==> src/rtl/score_pkg.sv <==
// ---------------------------------------------------------------------------
// score_pkg
// Shared definitions for the score datapath:
//   - FSM state type for the increment pulse generator
//   - default parameter values for score_incr_gen
//   - 7-segment digit patterns shared with the score digit counters
// No ports (package).
// ---------------------------------------------------------------------------
package score_pkg;

    // Increment generator states: wait for work, emit pulse, enforce spacing.
    typedef enum logic [1:0] {
        StIdle  = 2'd0,
        StPulse = 2'd1,
        StGap   = 2'd2
    } incr_state_e;

    // Default generator parameters.
    localparam int unsigned DefGap        = 2;
    localparam int unsigned DefPendW      = 4;
    localparam int unsigned DefSyncStages = 2;

    // 7-segment patterns, active-high, bit order {g, f, e, d, c, b, a}.
    localparam logic [6:0] Seg0     = 7'b0111111;
    localparam logic [6:0] Seg1     = 7'b0000110;
    localparam logic [6:0] Seg2     = 7'b1011011;
    localparam logic [6:0] Seg3     = 7'b1001111;
    localparam logic [6:0] Seg4     = 7'b1100110;
    localparam logic [6:0] Seg5     = 7'b1101101;
    localparam logic [6:0] Seg6     = 7'b1111101;
    localparam logic [6:0] Seg7     = 7'b0000111;
    localparam logic [6:0] Seg8     = 7'b1111111;
    localparam logic [6:0] Seg9     = 7'b1101111;
    localparam logic [6:0] SegBlank = 7'b0000000;

    // Decimal digit to segment pattern; non-decimal codes show blank.
    function automatic logic [6:0] seg_encode(input logic [3:0] digit);
        logic [6:0] seg;
        seg = SegBlank;
        case (digit)
            4'd0:    seg = Seg0;
            4'd1:    seg = Seg1;
            4'd2:    seg = Seg2;
            4'd3:    seg = Seg3;
            4'd4:    seg = Seg4;
            4'd5:    seg = Seg5;
            4'd6:    seg = Seg6;
            4'd7:    seg = Seg7;
            4'd8:    seg = Seg8;
            4'd9:    seg = Seg9;
            default: seg = SegBlank;
        endcase
        return seg;
    endfunction

endpackage

==> src/rtl/sync_edge.sv <==
// ---------------------------------------------------------------------------
// sync_edge
// Synchronizes an asynchronous level into the clk_i domain and emits a
// one-cycle pulse for every rising edge of the synchronized level.
//
// Ports:
//   clk_i    in   system clock
//   rst_ni   in   asynchronous active-low reset
//   async_i  in   raw asynchronous level
//   rise_o   out  one-cycle pulse per rising edge of the synchronized level
//
// The edge history resets to 1 so a level already high when reset releases
// is not taken as an edge. While the synchronizer still holds reset zeros
// (first SyncStages cycles) the history is pinned at 1; otherwise those
// zeros would look like a real low and a held-high input would be counted.
// ---------------------------------------------------------------------------
module sync_edge #(
    parameter int unsigned SyncStages = 2
) (
    input  logic clk_i,
    input  logic rst_ni,
    input  logic async_i,
    output logic rise_o
);

    logic [SyncStages-1:0] sync_q, sync_d;
    logic [SyncStages-1:0] fill_q, fill_d;
    logic                  hist_q, hist_d;
    logic                  synced;
    logic                  primed;

    assign synced = sync_q[SyncStages-1];
    // Top fill bit set once the last sync stage holds a real sample.
    assign primed = fill_q[SyncStages-1];

    always_comb begin
        sync_d = {sync_q[SyncStages-2:0], async_i};
        fill_d = {fill_q[SyncStages-2:0], 1'b1};
        hist_d = primed ? synced : 1'b1;
    end

    always_ff @(posedge clk_i or negedge rst_ni) begin
        if (!rst_ni) begin
            sync_q <= '0;
            fill_q <= '0;
            hist_q <= 1'b1;
        end else begin
            sync_q <= sync_d;
            fill_q <= fill_d;
            hist_q <= hist_d;
        end
    end

    assign rise_o = primed & synced & ~hist_q;

endmodule

==> src/rtl/score_incr_gen.sv <==
// ---------------------------------------------------------------------------
// score_incr_gen
// Turns raw asynchronous scoring levels into clean one-cycle increment
// pulses for the ones-digit score counter. Rising edges are synchronized,
// queued in a saturating pending counter, and released with at least Gap
// idle cycles between pulses (pulse period Gap+2 under backlog).
//
// Ports:
//   clk_i       in   system clock, all logic on posedge
//   rst_ni      in   asynchronous active-low reset
//   event_i     in   raw asynchronous level; each rising edge is one point
//   enable_i    in   1 = game running, new pulses may start
//   clear_i     in   drops the queue, clears overflow, returns FSM to idle
//   incr_o      out  registered one-cycle increment pulse
//   pending_o   out  registered count of queued, not-yet-issued points
//   overflow_o  out  sticky; a point was dropped at saturation
// ---------------------------------------------------------------------------
module score_incr_gen
    import score_pkg::*;
#(
    parameter int unsigned Gap        = DefGap,
    parameter int unsigned PendW      = DefPendW,
    parameter int unsigned SyncStages = DefSyncStages
) (
    input  logic             clk_i,
    input  logic             rst_ni,
    input  logic             event_i,
    input  logic             enable_i,
    input  logic             clear_i,
    output logic             incr_o,
    output logic [PendW-1:0] pending_o,
    output logic             overflow_o
);

    localparam int unsigned   GapW    = (Gap > 1) ? $clog2(Gap + 1) : 1;
    localparam logic [PendW-1:0] PendMax = '1;

    incr_state_e       state_q;
    logic [GapW-1:0]   gap_cnt_q;
    logic              incr_q;
    logic [PendW-1:0]  pend_q, pend_d;
    logic              ovf_q, ovf_d;
    logic              ev;
    logic              issue;

    // ------------------------------------------------------------------
    // Input synchronization and rising-edge detection
    // ------------------------------------------------------------------
    sync_edge #(
        .SyncStages (SyncStages)
    ) u_sync_edge (
        .clk_i   (clk_i),
        .rst_ni  (rst_ni),
        .async_i (event_i),
        .rise_o  (ev)
    );

    // A pulse starts on the edge that leaves idle, so the pending decrement
    // lands on the same edge that raises incr_o.
    assign issue = (state_q == StIdle) && enable_i && (pend_q != '0) && !clear_i;

    // ------------------------------------------------------------------
    // Pending counter and sticky overflow
    // ------------------------------------------------------------------
    always_comb begin
        pend_d = pend_q;
        ovf_d  = ovf_q;
        if (clear_i) begin
            // Clear wins; a coincident event is intentionally lost.
            pend_d = '0;
            ovf_d  = 1'b0;
        end else if (ev && !issue) begin
            if (pend_q == PendMax) begin
                ovf_d = 1'b1;
            end else begin
                pend_d = pend_q + 1'b1;
            end
        end else if (issue && !ev) begin
            pend_d = pend_q - 1'b1;
        end
    end

    always_ff @(posedge clk_i or negedge rst_ni) begin
        if (!rst_ni) begin
            pend_q <= '0;
            ovf_q  <= 1'b0;
        end else begin
            pend_q <= pend_d;
            ovf_q  <= ovf_d;
        end
    end

    // ------------------------------------------------------------------
    // Pulse FSM with gap counter and registered pulse output
    // ------------------------------------------------------------------
    always_ff @(posedge clk_i or negedge rst_ni) begin
        if (!rst_ni) begin
            state_q   <= StIdle;
            gap_cnt_q <= '0;
            incr_q    <= 1'b0;
        end else if (clear_i) begin
            state_q   <= StIdle;
            gap_cnt_q <= '0;
            incr_q    <= 1'b0;
        end else begin
            incr_q <= 1'b0;
            unique case (state_q)
                StIdle: begin
                    // enable_i only gates this transition; pulses and gaps
                    // already under way always complete.
                    if (issue) begin
                        state_q <= StPulse;
                        incr_q  <= 1'b1;
                    end
                end
                StPulse: begin
                    if (Gap > 0) begin
                        state_q   <= StGap;
                        gap_cnt_q <= GapW'(Gap);
                    end else begin
                        state_q <= StIdle;
                    end
                end
                StGap: begin
                    if (gap_cnt_q <= GapW'(1)) begin
                        state_q   <= StIdle;
                        gap_cnt_q <= '0;
                    end else begin
                        gap_cnt_q <= gap_cnt_q - 1'b1;
                    end
                end
                default: begin
                    state_q   <= StIdle;
                    gap_cnt_q <= '0;
                end
            endcase
        end
    end

    assign incr_o     = incr_q;
    assign pending_o  = pend_q;
    assign overflow_o = ovf_q;

endmodule

==> config.mk <==
export PLATFORM = sky130hd
export DESIGN_NAME = score_incr_gen
export DESIGN_NICKNAME = d
export VERILOG_FILES = /design/src/rtl/score_pkg.sv /design/src/rtl/sync_edge.sv /design/src/rtl/score_incr_gen.sv
export SDC_FILE = /design/constraint.sdc
export NUM_CORES = 1
export LEC_CHECK = 0
export ABC_AREA = 0
export CAP_MARGIN = 20
export CORE_MARGIN = 1.5
export CORE_UTILIZATION = 60
export DETAILED_ROUTE_END_ITERATION = 7
export DONT_BUFFER_PORTS = 1
export PLACE_DENSITY = 0.76
export SETUP_SLACK_MARGIN = 0.15
export SYNTH_ARGS = -nofsm -noshare
export SYNTH_HDL_FRONTEND = slang
export SYNTH_SLANG_ARGS = --single-unit
==> constraint.sdc <==
create_clock -name clk_i -period 4 [get_ports clk_i]
set_input_delay 0.6 -clock clk_i [delete_from_list [all_inputs] [get_ports clk_i]]
set_output_delay 0.6 -clock clk_i [all_outputs]
set_load 0.02 [all_outputs]
==> results of run 1 <==
==> stage by stage <==
step	total power, uW	util [%]	hold slack (ns)	worst slack [ns]	std cells
after global placement	454	68.6	0.305	1.27	83
after CTS	555	72.1	0.133	1.19	88
final	549	72.1	0.138	1.19	88
after detailed placement	461	68.6	0.305	1.22	83
after floorplan	426	-	0.304	1.40	70
after global routing	589	72.1	0.123	1.08	88
==> cells by family after synthesis <==
| family | count (synthesis) | share of synthesized area [%] |
|---|---|---|
| simple gates | 18 | 14.3 |
| buf+inv | 8 | 4.01 |
| compound gates | 13 | 9.62 |
| mux | 4 | 5.77 |
| xor+xnor | 4 | 5.45 |
| fa+ha+maj | 7 | 12.2 |
| flops | 15 | 48.2 |
| other cells | 1 | 0.480 |
==> state kept, by name, summed over array words and instances, names as in the netlist <==
register / count
u_sync_edge.sync_q: 2
pending_o: 4
u_sync_edge.fill_q: 2
u_sync_edge.hist_q: 1
incr_o: 1
gap_cnt_q: 2
state_q: 2
overflow_o: 1
==> power by group <==
group	internal, uW	switching [uW]	total, uW	leakage (uW)
registers	178	52.4	230	0.000194
logic	117	112	229	0.000175
clock network	38.0	52.0	90.0	0.0000139
==> cell usage after synthesis (all sizes together) <==
| cell type | number | area, sq um |
|---|---|---|
| a21oi | 5 | 25.0 |
| a22oi | 2 | 15.0 |
| and3 | 1 | 6.26 |
| buf | 1 | 5.00 |
| conb | 1 | 3.75 |
| dfrtp | 14 | 350 |
| dfstp | 1 | 26.3 |
| fa | 1 | 20.0 |
| ha | 6 | 75.1 |
| inv | 7 | 26.3 |
| mux2 | 1 | 15.0 |
| mux2i | 3 | 30.0 |
| nand2b | 1 | 6.26 |
| nand3 | 5 | 37.5 |
| nand3b | 1 | 7.51 |
| nor2 | 5 | 18.8 |
| nor3 | 2 | 10.0 |
| o21ai | 5 | 28.8 |
| o22ai | 1 | 6.26 |
| or2 | 1 | 6.26 |
| or4 | 2 | 18.8 |
| xnor2 | 3 | 33.8 |
| xor2 | 1 | 8.76 |
==> metal layers <==
metal / track usage [%] / vias to the layer above
met5: 0 / -
met4: 15.5 / 0
met3: 3.47 / 5
met2: 40.8 / 20
met1: 28.1 / 261
li1: - / 246
==> how the worst min path moves through the flow <==
| stage | startpoint | to | slack (ns) |
|---|---|---|---|
| after floorplan | rst_ni | gap_cnt_q[0]$_DFFE_PN0P_ | 0.30 |
| after global placement | rst_ni | u_sync_edge.fill_q[0]$_DFF_PN0_ | 0.30 |
| after detailed placement | rst_ni | u_sync_edge.sync_q[0]$_DFF_PN0_ | 0.30 |
| after CTS | rst_ni | u_sync_edge.hist_q$_DFF_PN1_ | 0.13 |
| after global routing | rst_ni | u_sync_edge.hist_q$_DFF_PN1_ | 0.12 |
| final | rst_ni | u_sync_edge.hist_q$_DFF_PN1_ | 0.14 |
==> area by class of cell <==
cell class / instances / area (sq um) / area share (%)
multi-input combinational: 47 / 373 / 44.7
sequential: 15 / 377 / 45.2
tap: 14 / 17.5 / 2.10
clock inverter: 1 / 7.51 / 0.901
clock buffer: 3 / 22.5 / 2.70
inverter: 7 / 26.3 / 3.15
timing repair buffer: 1 / 10.0 / 1.20
==> flow_metrics.py, run 1 <==
metrics = {
    "grt": {
        "antenna_found_initial": 0,
        "grt_pass1_vias": 561,
        "overflow": 0,
        "grt_max_degree": 15,
        "grt_pass1_wl_mm": 2.33,
        "grt_usage_pct": 24.1,
    },
    "critical_path": {
        "cp-start-kind": "flip-flop",
        "startpoint": "pending_o[1]$_DFFE_PN0P_",
        "cp_num_buf_inv": 0,
        "r2r-end": "pending_o[3]$_DFFE_PN0P_",
        "endpoint": "pending_o[3]$_DFFE_PN0P_",
        "cpMaxStageDelayCell": "or4_4",
        "worstPathRequired_ns": 4.17,
        "rr_worst_depth": 10,
        "slowest_delay_ns": 0.59,
        "r2r_start": "pending_o[1]$_DFFE_PN0P_",
        "path_max_fanout": 5,
        "cp.depth": 10,
        "cp-end-kind": "flip-flop",
        "critical_path_arrival_ns": 2.98,
        "crit_family": "simple AND/OR/NAND/NOR gates",
        "crit_path_frequent_cell": "a21oi_1",
        "rrSetupSlack_ns": 1.19,
        "cp_cell_sequence": "or4_4 > nand3_4 > nor2_1 > or2_2 > ha_1 > a21oi_1 > a21oi_1 > mux2i_1 > xor2_1 > o21ai_0",
        "critical_path_class": "reg -> reg",
    },
    "yosys": {
        "synth.distinct_cells": 27,
        "synth_cells": 70,
        "avgSynthCellArea_sq_um": 11.2,
        "netlist_area_sq_um": 781,
        "seq_area_frac_synth_pct": 48.2,
        "ys_seq_elements": 15,
        "syn-num-nets": 82,
        "yosysWarningCount": 0,
    },
    "cts": {
        "cts.repair.resized": 0,
        "ctsRootBufferMaster": "clkbuf_4",
        "cts_sinks": 15,
        "cts_buffer_depth": 2,
        "htreeDepth": 1,
        "clkLatencyLatePin_ns": 0.29,
        "cts.clk_slew.worst_paths_ns": 0.10,
        "cts_setup_buffers": 0,
        "cts_tree": "done",
        "cts_hold_buffers": 1,
        "cts_buffers": 3,
    },
    "routing": {
        "dr.pass1.iters": 4,
        "top_layer": "met4",
        "wl_met1_microns": 521,
        "route.met2.wl_microns": 690,
        "drc": 0,
        "routed_wirelength_mm": 1.34,
        "drt_iter0_drc": 11,
        "routedWlPerCell_microns": 15.2,
        "avgViaCountPerCell": 6.05,
        "wl_met3_microns": 100,
        "routed-via-count": 532,
        "antenna_left": 0,
    },
    "sta": {
        "clock.fmax_ghz": 0.356,
        "rsz0062_at_grt": "no",
        "hold_viol_final": 0,
        "maxSlewHeadroom_pct": 58.7,
        "fin_crit_sh_pct": 70.2,
        "setup_viol": 0,
        "fin_skew_ns": 0.00407,
        "worst_pin_slew_ns": 0.618,
        "maxSlewViolCount": 0,
        "fin_setup_tns_ns": 0,
        "min_period_ns": 2.81,
    },
    "layout": {
        "area_growth_pct": 6.73,
        "final_area_sq_um": 833,
        "fin_nets": 87,
        "layout_commonest_cell": "dfrtp_1",
        "mostFrequentLayoutCells": "dfrtp_1, inv_1, ha_1",
        "fill_cells": 87,
        "drive_gt1_share_pct": 14.9,
        "num_antenna_cells": 0,
    },
    "floorplanning": {
        "chipHeight_microns": 39.1,
        "dieArea_sq_mm": 0.00153,
        "start_util_pct": 67.5,
        "core.rowCount": 12,
        "core_area_sq_mm": 0.00116,
        "die_w_microns": 39.1,
        "pin_count": 11,
    },
    "place": {
        "place_congestion": 0.756,
        "post_dp_cell_area_sq_um": 793,
        "dp_hpwl_mm": 1.02,
        "portBuffers": 0,
    },
    "pwr": {
        "power_leakage_uw": 0.000383,
        "peakVddDrop_uv": 456,
        "power.density_mw_per_mm2": 659,
    },
    "worst_hold_path": {
        "hp-class": "in -> async",
    },
    "outcome": {
        "status": "finished clean",
    },
    "run": {
        "cap_violations": 0,
    },
}
(Power assumes the default switching activity.)
==> run 2: changes to the inputs <==
ABC_AREA = 1   (was 0)
CORE_UTILIZATION = 59   (was 60)
PLACE_DENSITY = 0.75   (was 0.76)
clock period = 2.6 ns   (was 4 ns; I/O delays follow)
==> run 2 against run 1 <==
  * Maximum frequency up 39%
  * Clock power up 50%
  * Sequential cell count unchanged
  * Non-clock buffer count unchanged
  * Die area up 7.7%
  * Critical path type unchanged
  * Largest cell class is now multi-input combinational cells
==> flow_metrics.py, run 2 <==
metrics = {
    "layout": {
        "largest_reg_flops": 4,
        "area_growth_pct": 6.77,
        "mostFrequentLayoutCells": "nand2_1, inv_1, dfrtp_1",
        "drive_gt1_share_pct": 15.0,
        "fin_nets": 113,
        "final_cells": 115,
        "num_antenna_cells": 0,
        "final_area_sq_um": 888,
        "layout_commonest_cell": "nand2_1",
    },
    "pwr": {
        "power.density_mw_per_mm2": 712,
        "p_total_uw": 632,
        "power_leakage_uw": 0.000498,
        "peakVddDrop_uv": 379,
    },
    "worst_hold_path": {
        "hp-class": "in -> reg",
    },
    "yosys": {
        "synth_edf_count": 0,
        "synth_cells": 95,
        "syn-num-nets": 107,
        "netlist_area_sq_um": 832,
        "synth.top_cells.by_area": "dfrtp_1, nand2_1, ha_1, inv_1, nand3_1",
        "ys_seq_elements": 15,
        "yosysWarningCount": 0,
        "synth_top_area_share_pct": 42.1,
        "seq_area_frac_synth_pct": 45.3,
        "synth_top_area_cell": "dfrtp_1",
        "avgSynthCellArea_sq_um": 8.76,
        "synth_most_common_cell": "nand2_1",
        "synth.distinct_cells": 25,
        "synth-main-ff-cell": "dfrtp_1",
        "synthTopCellsByCount": "nand2_1, inv_1, dfrtp_1",
        "postSynth.asyncResetShare_pct": 100,
    },
    "routing": {
        "antenna_left": 0,
        "drt_iter0_drc": 9,
        "drc": 0,
        "avgViaCountPerCell": 5.22,
        "routed_wirelength_mm": 1.30,
        "routedWlPerCell_microns": 11.3,
        "dr.pass1.iters": 2,
        "routed-via-count": 600,
    },
    "sta": {
        "hold_viol_final": 0,
        "fin_setup_tns_ns": 0,
        "fin_skew_ns": 0.00269,
        "maxSlewHeadroom_pct": 57.9,
        "clock.fmax_ghz": 0.497,
        "fin_crit_sh_pct": 77.4,
        "setup_ws_ns": 0.587,
        "worst_pin_slew_ns": 0.629,
        "min_period_ns": 2.01,
        "setup_viol": 0,
        "rsz0062_at_grt": "no",
        "maxSlewViolCount": 0,
    },
    "place": {
        "dp_hpwl_mm": 1.01,
        "place_congestion": 0.683,
        "post_dp_cell_area_sq_um": 851,
        "numPlacedInstances": 110,
        "pre_cts_ws_ns": 0.608,
        "portBuffers": 0,
    },
    "cts": {
        "cts.repair.resized": 0,
        "ctsRootBufferMaster": "clkbuf_4",
        "cts_setup_buffers": 0,
        "cts_sinks": 15,
        "cts_buffers": 3,
        "cts_hold_buffers": 1,
        "cts_buffer_depth": 2,
        "cts.clk_slew.worst_paths_ns": 0.09,
        "htreeDepth": 1,
        "cts_tree": "done",
        "clkLatencyLatePin_ns": 0.29,
    },
    "grt": {
        "grt_max_degree": 16,
        "grt_pass1_wl_mm": 1.97,
        "antenna_found_initial": 0,
        "grt_usage_pct": 19.2,
        "overflow": 0,
        "grt_pass1_vias": 486,
    },
    "floorplanning": {
        "start_util_pct": 63.9,
        "pin_count": 11,
        "core.rowCount": 13,
        "dieArea_sq_mm": 0.00164,
        "chipHeight_microns": 40.6,
        "core_area_sq_mm": 0.00130,
        "die_w_microns": 40.6,
    },
    "critical_path": {
        "critical_path_class": "reg -> reg",
        "crit_family": "simple AND/OR/NAND/NOR gates",
        "slowest_delay_ns": 0.38,
        "cp_cell_sequence": "inv_1 > ha_1 > nand2_1 > clkinv_2 > nand3_2 > nand2_4 > ha_1 > a21o_1 > a21oi_1 > nand3_1 > nand3_1 > nand2_1",
        "worstPathRequired_ns": 2.79,
        "cp-end-kind": "flip-flop",
        "cp-start-kind": "flip-flop",
        "path_max_fanout": 5,
        "critical_path_arrival_ns": 2.20,
        "cpMaxStageDelayCell": "dfrtp_1",
        "cp_num_buf_inv": 2,
    },
    "outcome": {
        "status": "finished clean",
    },
    "run": {
        "cap_violations": 0,
    },
}
[run 2: cell types whose count changed after synthesis, sizes merged, moves of 2 or more]
cell	delta
nand3	+6
or4	-2
nor3	-2
a22oi	-2
inv	+10
a21oi	-4
nand4	+2
xnor2	-2
nand2	+27
mux2i	-3
[run 2: per-layer routing]
metal,global-route usage [%],vias to the layer above,part of all wire (%)
met5,0,-,0
met1,24.7,279,49
li1,-,307,-
met2,27.8,10,43
met4,12.5,0,1.9
met3,5.56,4,5.0
[run 2: cells by family (layout without fill, tap and decap cells)]
family	Yosys count	after routing	share of synthesized area, %
other cells	1	1	0.451
fa+ha+maj	7	7	11.4
xor+xnor	1	1	1.05
buf+inv	18	23	8.57
flops	15	15	45.3
simple gates	45	45	27.2
compound gates	8	8	6.02
[run 2: final timing paths]
path,to,from,depth (start not counted),slack [ns]
worst min register to register,u_sync_edge.sync_q[1]$_DFF_PN0_,u_sync_edge.sync_q[0]$_DFF_PN0_,0,0.36
worst max-delay path,pending_o[3]$_DFFE_PN0P_,state_q[0]$_DFFE_PN0P_,12,0.59
min in group asynchronous,overflow_o$_DFFE_PN0P_,rst_ni,1,0.55
worst min-delay path,u_sync_edge.sync_q[0]$_DFF_PN0_,event_i,0,0.12
max in group asynchronous,u_sync_edge.fill_q[0]$_DFF_PN0_,rst_ni,1,1.64
worst max register to register,pending_o[3]$_DFFE_PN0P_,state_q[0]$_DFFE_PN0P_,12,0.59
[run 2: area by class of cell]
cell class	instances	area (sq um)
Fill cell	112	413
Sequential cell	15	377
Timing Repair Buffer	1	10.0
Multi-Input combinational cell	62	384
Clock inverter	1	5.00
Tap cell	15	18.8
Clock buffer	3	22.5
Inverter	18	71.3
[run 2: per-stage QoR]
stage | util, % | hold WS (ns)
finish | 68.3 | 0.122
global route | 68.3 | 0.104
floorplan | - | 0.0944
global placement | 65.4 | 0.0947
CTS | 68.3 | 0.108
detailed placement | 65.4 | 0.0948
[run 2: power breakdown]
part / internal, uW / switching (uW)
Clock: 57.2 / 78.1
Combinational: 71.7 / 118
Sequential: 260 / 47.3
Total: 389 / 244
[run 2: worst reg2reg max path, cell delays in order, from the launching register on]
cell and delay (ns):
dfrtp_1 0.38, inv_1 0.08, ha_1 0.21, nand2_1 0.10
clkinv_2 0.09, nand3_2 0.11, nand2_4 0.08, ha_1 0.28
a21o_1 0.17, a21oi_1 0.18, nand3_1 0.10, nand3_1 0.08
nand2_1 0.05
==> run 3: changes to the inputs <==
clock period = 2.1 ns   (was 2.6 ns; I/O delays follow)
==> run 3 against run 2 <==
  * Maximum frequency grew 8.6%
  * Setup slack got worse by 0.34 ns
  * Sequential share of layout area decreased by 4.4 points
  * Cell count grew 8.7%
  * Global-route usage rose by 4.2 points
  * Largest power group is now combinational cells
==> flow_metrics.py, run 3 (synthesis results as in run 2) <==
metrics = {
    "critical_path": {
        "critical_path_arrival_ns": 2.03,
        "critical_path_class": "reg -> reg",
        "cp_num_buf_inv": 2,
        "cpMaxStageDelayCell": "dfrtp_1",
        "cp-start-kind": "flip-flop",
        "worstPathRequired_ns": 2.28,
        "cp_cell_sequence": "inv_2 > ha_2 > nand2_1 > clkinv_2 > nand3_4 > nand2_4 > ha_4 > a21o_1 > a21oi_2 > nand3_1 > nand3_1 > nand2_1",
        "slowest_delay_ns": 0.41,
        "crit_family": "simple AND/OR/NAND/NOR gates",
        "rrSetupSlack_ns": 0.25,
        "path_max_fanout": 5,
        "cp-end-kind": "flip-flop",
    },
    "cts": {
        "cts_buffer_depth": 2,
        "cts_tree": "done",
        "cts.clk_slew.worst_paths_ns": 0.09,
        "htreeDepth": 1,
        "cts_sinks": 15,
        "cts_buffers": 3,
        "clkLatencyLatePin_ns": 0.29,
        "ctsRootBufferMaster": "clkbuf_4",
    },
    "pwr": {
        "peakVddDrop_uv": 690,
        "power_leakage_uw": 0.000546,
        "power.density_mw_per_mm2": 891,
    },
    "floorplanning": {
        "die_w_microns": 40.6,
        "chipHeight_microns": 40.6,
        "core_area_sq_mm": 0.00130,
        "core.rowCount": 13,
        "dieArea_sq_mm": 0.00164,
        "start_util_pct": 63.9,
        "pin_count": 11,
    },
    "routing": {
        "routed-via-count": 653,
        "avgViaCountPerCell": 5.22,
        "drt_iter0_drc": 10,
        "routed_wirelength_mm": 1.65,
        "antenna_left": 0,
        "routedWlPerCell_microns": 13.2,
        "drc": 0,
        "dr.pass1.iters": 4,
    },
    "sta": {
        "clock.fmax_ghz": 0.540,
        "fin_skew_ns": 0.00392,
        "min_period_ns": 1.85,
        "worst_pin_slew_ns": 0.656,
        "rsz0062_at_grt": "no",
        "setup_viol": 0,
        "maxSlewHeadroom_pct": 56.1,
        "fin_crit_sh_pct": 88.2,
        "hold_viol_final": 0,
        "fin_setup_tns_ns": 0,
        "maxSlewViolCount": 0,
    },
    "grt": {
        "grt_pass1_vias": 597,
        "grt_usage_pct": 23.5,
        "overflow": 0,
        "antenna_found_initial": 0,
        "grt_pass1_wl_mm": 2.42,
        "grt_max_degree": 16,
    },
    "place": {
        "post_dp_cell_area_sq_um": 881,
        "dp_hpwl_mm": 1.13,
        "portBuffers": 0,
        "place_congestion": 0.676,
    },
    "layout": {
        "area_growth_pct": 19.2,
        "num_antenna_cells": 0,
        "largest_reg_flops": 4,
        "mostFrequentLayoutCells": "nand2_1, inv_1, dfrtp_1",
        "drive_gt1_share_pct": 27.3,
        "final_area_sq_um": 992,
        "layout_commonest_cell": "nand2_1",
        "fin_nets": 123,
    },
    "outcome": {
        "status": "finished clean",
    },
    "worst_hold_path": {
        "hp-class": "in -> reg",
    },
    "run": {
        "cap_violations": 0,
    },
}
[run 3: changes by cell type in the layout (fill, tap and decap cells not counted), sizes merged]
cell,delta
clkinvlp,+1
clkinv,-1
buf,+10
[run 3: where the power goes]
group          total, uW  switching, uW  internal (uW)
clock network        173            101           72.3
logic                361            212            149
registers            351           28.9            322
total                884            341            543
[run 3: layout make-up]
class                   count  area, sq um
fillers                    80          309
multi-input cells          62          410
flip-flops and latches     15          377
clock inverters             1         7.51
inverters                  18         71.3
well taps                  15         18.8
clock buffers               3         22.5
repair buffers             11         85.1
[run 3: through the flow]
stage          power (uW)  setup slack, ns  utilization, %  hold slack, ns  cells
2_1_floorplan         570            0.268               -          0.0194     95
3_3_place_gp          627            0.171            67.7          0.0197    114
3_5_place_dp          642           0.0409            67.7          0.0197    114
4_1_cts               862            0.194            73.8          0.0369    121
5_1_grt               955            0.139            76.3          0.0209    125
6_report              884            0.247            76.3          0.0498    125
[run 3: layer usage]
metal / vias to the layer above / track usage [%] / routed length [microns]
li1: 330 / - / -
met2: 15 / 39.3 / 845
met4: 0 / 10.0 / 16
met1: 306 / 28.4 / 702
met5: - / 0 / 0
met3: 2 / 5.56 / 80
[run 3: what timing repair did]
| action | 4_1_cts | 5_1_grt |
|---|---|---|
| buffers inserted | 2 | 4 |
| hold endpoints to repair | 15 | 0 |
| gates resized for setup | 3 | 3 |
| setup endpoints to repair | 1 | 3 |
| hold buffers | 1 | 0 |
| pin swaps | 2 | 3 |
[run 3: worst paths after layout]
check / endpoint / depth (start not counted) / start
setup / recovery: pending_o[3]$_DFFE_PN0P_ / 12 / state_q[0]$_DFFE_PN0P_
hold / removal: u_sync_edge.sync_q[0]$_DFF_PN0_ / 0 / event_i
setup reg to reg: pending_o[3]$_DFFE_PN0P_ / 12 / state_q[0]$_DFFE_PN0P_
hold reg to reg: u_sync_edge.sync_q[1]$_DFF_PN0_ / 0 / u_sync_edge.sync_q[0]$_DFF_PN0_
max in group asynchronous: u_sync_edge.fill_q[1]$_DFF_PN0_ / 1 / rst_ni
min in group asynchronous: pending_o[1]$_DFFE_PN0P_ / 1 / rst_ni
